$ cat src/rtl/gpu_fixed_pkg.sv
// Shared fixed-point helpers for the GPU output stages: rounding, saturation bounds, accumulator type.
package gpu_fixed_pkg;

  localparam int unsigned DEF_ACC_WIDTH = 32;
  localparam int unsigned DEF_FRAC_BITS = 8;
  localparam int unsigned ROUND_HALF    = 1 << (DEF_FRAC_BITS - 1);

  typedef logic signed [DEF_ACC_WIDTH-1:0] acc_t;

  // Round half up then arithmetic shift right by frac bits; frac = 0 passes through.
  function automatic logic signed [63:0] round_shift(input logic signed [63:0] v,
                                                     input int unsigned frac);
    logic signed [63:0] r;
    r = v;
    if (frac != 0) r = (v + (64'sd1 <<< (frac - 1))) >>> frac;
    return r;
  endfunction

  // Largest value representable in a signed field of width w.
  function automatic logic signed [63:0] sat_max(input int unsigned w);
    return (64'sd1 <<< (w - 1)) - 64'sd1;
  endfunction

  // Smallest value representable in a signed field of width w.
  function automatic logic signed [63:0] sat_min(input int unsigned w);
    return -(64'sd1 <<< (w - 1));
  endfunction

endpackage

$ cat src/rtl/fixed_round_sat.sv
// Combinational round-and-clamp of a signed accumulator into a narrower signed result.
module fixed_round_sat #(
  parameter int unsigned ACC_WIDTH = 32,
  parameter int unsigned FRAC_BITS = 8,
  parameter int unsigned OUT_WIDTH = 16
) (
  input  logic [ACC_WIDTH-1:0] acc,
  output logic [OUT_WIDTH-1:0] data,
  output logic                 sat
);
  import gpu_fixed_pkg::*;

  logic signed [63:0] wide;
  logic signed [63:0] shifted;

  // Widen, round, then clamp to the output range and flag any clamping.
  always_comb begin
    wide    = 64'($signed(acc));
    shifted = round_shift(wide, FRAC_BITS);
    sat     = 1'b0;
    data    = OUT_WIDTH'(shifted);
    if (shifted > sat_max(OUT_WIDTH)) begin
      data = OUT_WIDTH'(sat_max(OUT_WIDTH));
      sat  = 1'b1;
    end else if (shifted < sat_min(OUT_WIDTH)) begin
      data = OUT_WIDTH'(sat_min(OUT_WIDTH));
      sat  = 1'b1;
    end
  end

endmodule

$ cat src/rtl/dot_accum.sv
// Streaming signed multiply-accumulate back end: sums product vectors, rounds and saturates the result.
module dot_accum #(
  parameter int unsigned WIDTH     = 8,
  parameter int unsigned ACC_WIDTH = 32,
  parameter int unsigned FRAC_BITS = 8,
  parameter int unsigned OUT_WIDTH = 16,
  parameter int unsigned CNT_WIDTH = 10
) (
  input  logic                 clk,
  input  logic                 reset_n,
  input  logic                 clear_i,
  input  logic                 in_valid_i,
  output logic                 in_ready_o,
  input  logic [2*WIDTH-1:0]   in_prod_i,
  input  logic                 in_last_i,
  output logic                 out_valid_o,
  input  logic                 out_ready_i,
  output logic [OUT_WIDTH-1:0] out_data_o,
  output logic                 out_sat_o,
  output logic [CNT_WIDTH-1:0] out_count_o
);
  import gpu_fixed_pkg::*;

  logic                 s1_valid;
  logic                 s1_last;
  logic [ACC_WIDTH-1:0] s1_prod;
  logic                 s1_advance;
  logic                 accept;
  logic                 load;

  logic [ACC_WIDTH-1:0] acc;
  logic [ACC_WIDTH-1:0] sum;
  logic                 first;
  logic [CNT_WIDTH-1:0] count;
  logic [CNT_WIDTH-1:0] count_inc;

  logic [OUT_WIDTH-1:0] rs_data;
  logic                 rs_sat;

  // Handshake: S1 stalls only when a last beat cannot drop into a full, unconsumed result register.
  always_comb begin
    s1_advance = s1_valid & ~(s1_last & out_valid_o & ~out_ready_i);
    in_ready_o = ~clear_i & (~s1_valid | s1_advance);
    accept     = in_valid_i & in_ready_o;
    load       = s1_advance & s1_last & ~clear_i;
    sum        = (first ? '0 : acc) + s1_prod;
    count_inc  = (&count) ? count : count + CNT_WIDTH'(1);
  end

  // S1: register the accepted beat with its product sign-extended to the accumulator width.
  always_ff @(posedge clk or negedge reset_n) begin
    if (!reset_n) begin
      s1_valid <= 1'b0;
      s1_last  <= 1'b0;
      s1_prod  <= '0;
    end else if (clear_i) begin
      s1_valid <= 1'b0;
    end else if (accept) begin
      s1_valid <= 1'b1;
      s1_last  <= in_last_i;
      s1_prod  <= ACC_WIDTH'($signed(in_prod_i));
    end else if (s1_advance) begin
      s1_valid <= 1'b0;
    end
  end

  // S2: accumulate the partial sum and count terms; a last beat restarts the next vector.
  always_ff @(posedge clk or negedge reset_n) begin
    if (!reset_n) begin
      acc   <= '0;
      first <= 1'b1;
      count <= '0;
    end else if (clear_i) begin
      first <= 1'b1;
      count <= '0;
    end else if (s1_advance) begin
      acc <= sum;
      if (s1_last) begin
        first <= 1'b1;
        count <= '0;
      end else begin
        first <= 1'b0;
        count <= count_inc;
      end
    end
  end

  fixed_round_sat #(
    .ACC_WIDTH (ACC_WIDTH),
    .FRAC_BITS (FRAC_BITS),
    .OUT_WIDTH (OUT_WIDTH)
  ) u_round_sat (
    .acc  (sum),
    .data (rs_data),
    .sat  (rs_sat)
  );

  // Result register: reload takes priority over consume so back-to-back results have no bubble.
  always_ff @(posedge clk or negedge reset_n) begin
    if (!reset_n) begin
      out_valid_o <= 1'b0;
      out_data_o  <= '0;
      out_sat_o   <= 1'b0;
      out_count_o <= '0;
    end else if (load) begin
      out_valid_o <= 1'b1;
      out_data_o  <= rs_data;
      out_sat_o   <= rs_sat;
      out_count_o <= count_inc;
    end else if (out_valid_o && out_ready_i) begin
      out_valid_o <= 1'b0;
    end
  end

endmodule

$ cat config.mk
export PLATFORM = sky130hd
export DESIGN_NAME = dot_accum
export DESIGN_NICKNAME = d
export VERILOG_FILES = /design/src/rtl/gpu_fixed_pkg.sv /design/src/rtl/fixed_round_sat.sv /design/src/rtl/dot_accum.sv
export SDC_FILE = /design/constraint.sdc
export NUM_CORES = 1
export LEC_CHECK = 0
export ABC_AREA = 1
export CORE_MARGIN = 4
export CORE_UTILIZATION = 52
export CTS_BUF_LIST = sky130_fd_sc_hd__clkbuf_16
export DETAILED_ROUTE_END_ITERATION = 16
export HOLD_SLACK_MARGIN = 0.1
export PLACE_DENSITY_LB_ADDON = 0.1
export SYNTH_ARGS = -nofsm -noshare
export SYNTH_HDL_FRONTEND = slang
export SYNTH_HIERARCHICAL = 1
export SYNTH_SLANG_ARGS = --single-unit
$ cat constraint.sdc
create_clock -name clk -period 7.64 [get_ports clk]
set_input_delay 1.528 -clock clk [delete_from_list [all_inputs] [get_ports clk]]
set_output_delay 1.528 -clock clk [all_outputs]
set_load 0.03 [all_outputs]
==> impl_metrics.toml <==
[detailed_routing]
route.detailed.drc = 0
dr.pass1.iters = 5
vias = 6533
routed_via_density = 4.83
wirelength_um = 17200
drt_iter0_drc = 425
ant_nets = 0
routedWlPerCell_um = 12.7

[timing]
setup_viol = 0
whs_ns = 0.474
period_share_pct = 59.1
fin_crit_ns = 4.51
fmax_ghz = 0.222
slew_violations = 0
slew_headroom_pct = 46.6
finalWorstSetupSlack_ns = 3.13
skew_ns = 0.00988
worstMarginPinSlew_ns = 0.801
hold_viol_final = 0
rsz0062_at_grt = "false"
setup_tns_ns = 0

[layout]
finalNetCount = 1228
drive_gt1_share_pct = 5.27
diodes = 0
syn_to_final_growth_pct = 13.0
final_util_pct = 60.7
mostFrequentLayoutCells = "nand2_1 (458), inv_1 (184), nor2_1 (112), dfrtp_1 (88), nand3_1 (54)"
final_common_cell = "nand2_1"

[die]
core-area_um2 = 13300
ios = 51
initial_core_util_pct = 53.7
die_width_um = 125
rows = 42
fp.dieArea_um2 = 15700
fp.dieH_um = 125

[clock_tree]
cts_buffers = 9
htreeDepth = 3
root_buffer = "clkbuf_16"
clk_latency_ns = 0.35
clock_sinks = 89
path_clk_slew_ns = 0.06
clk_path_buf_depth = 2
post-cts-setup-buffers = 0
cts_resized = 0
hold_buffers = 0
tritoncts = "built"

[logic_synthesis]
synthCells = 1126
yosysUniqueCellTypes = 38
synth-edff-count = 0
synthesis.yosys.warnings = 6
synth_fp_nets = 1182
synth-seq-cells = 89
ys.flop_type = "dfrtp_1"
avgSynthCellArea_um2 = 6.37
async_flop_share_pct = 100
syn_area_um2 = 7170
ys_seq_area_share_pct = 31.1

[critical_path]
critPathCaptureType = "primary output"
reg2regPathDepth = 21
worstSetupStartpointType = "input pin"
path_class = "input pin to primary output"
crit_required_ns = 6.11
worstReg2RegStart = "first"
regToRegSetupSlack_ns = 3.13
critical_path.max_fanout = 2
crit_arrival_ns = 2.99
r2r-end = "out_data_o[6]"

[worst_hold_path]
hp-start = "out_count_o[4]"
min_path_cells = 2
hold_path_end = "out_count_o[4]"
hp-class = "register to register"

[global_route]
grt-ovfl-total = 0
gr-usage-all-layers_pct = 22.5
antenna_found_initial = 0
grt_pass1_vias = 6169
grt_first_pass_wirelength_um = 29300
grt_max_degree = 63

[placed_design]
dp_hpwl_um = 13300
place.port_buffers = 50
dp_slack_ns = 3.12
place_congestion = 0.941

[power_and_ir_drop]
leakage_nw = 4.47
p_per_area_nw_per_um2 = 229
ir_worst_vdd_uv = 135

[flow_run]
max_cap_violations = 0

[outcome]
status = "finished clean"
-- Yosys cell counts, types with 5 or more instances --
cell      instances  area (um2)
nand2_1         458        1720
xor2_1           24         210
o21ai_0          29         145
ha_1             33         413
mux2_2            9         101
dfrtp_1          88        2200
a21oi_1          21         105
nor3_1            6        30.0
nand3_1          54         270
nor2_1          112         420
and2_1           18         113
inv_1           182         683
mux2_1            7        78.8
clkbuf_1          5        18.8
o21ai_1           5        25.0
nand2_2          10        62.6
nand3b_1          7        52.6
xnor2_1           9        78.8
nor2_2            6        37.5
buf_2             7        35.0
-- registers in the layout, summed over array words and instances (netlist names) --
register	count
acc	32
count	10
first	1
out_count_o	10
out_data_o	16
out_sat_o	1
out_valid_o	1
s1_last	1
s1_prod	16
s1_valid	1
-- worst max-delay path, cell delays in order --
cell and delay, ns:
clkdlybuf4s50_1 0.46, inv_1 0.04, nand2_1 0.07, nor2_1 0.06, nand2_1 0.05, nand2_1 0.05, inv_2 0.07, clkdlybuf4s50_1 0.67
-- where the power goes --
group	total [mW]	internal, mW	switching [mW]
combinational	0.755	0.271	0.483
clock	0.456	0.255	0.201
sequential	0.644	0.583	0.0602
total	1.85	1.11	0.745
-- cells by family after synthesis --
| logic type | after synthesis | synth area share [%] |
|---|---|---|
| AND/OR/NAND/NOR | 684 | 39.7 |
| buffers and inverters | 203 | 11.2 |
| flip-flops | 89 | 31.1 |
| AO/OA/AOI/OAI | 64 | 4.80 |
| XOR/XNOR | 36 | 4.71 |
| adder cells (fa/ha/maj) | 34 | 6.04 |
| multiplexers | 16 | 2.51 |
-- through the flow --
step | cells | total power, mW | area [um2]
after floorplan | 1126 | 1.18 | 7170
after global placement | 1337 | 1.39 | 7800
after detailed placement | 1337 | 1.41 | 7800
after CTS | 1353 | 1.87 | 8100
after global routing | 1353 | 1.99 | 8100
final | 1353 | 1.85 | 8100
-- metal layers --
layer,vias to the layer above,GRT usage (%),routed length [um]
li1,3499,-,-
met1,2907,31.1,8400
met2,108,37.6,7910
met3,19,2.52,551
met4,0,6.76,300
met5,-,0,0
-- layout make-up --
cell class                 count  area [um2]
clock inverter                 7        72.6
sequential                    89        2230
fill                        1322        5250
tap                          176         220
clock buffer                   9         225
timing repair buffer          52         513
multi-input combinational    834        4140
inverter                     186         698
-- worst max path at each step --
stage | from | endpoint | slack [ns] | cells past startpoint
after CTS | out_ready_i | in_ready_o | 3.12 | 8
after global routing | first | out_data_o[2] | 2.68 | 21
after floorplan | first | out_data_o[10] | 3.95 | 26
after detailed placement | out_ready_i | in_ready_o | 3.12 | 8
final | out_ready_i | in_ready_o | 3.13 | 8
after global placement | out_ready_i | in_ready_o | 3.13 | 8
(Power assumes the default switching activity.)
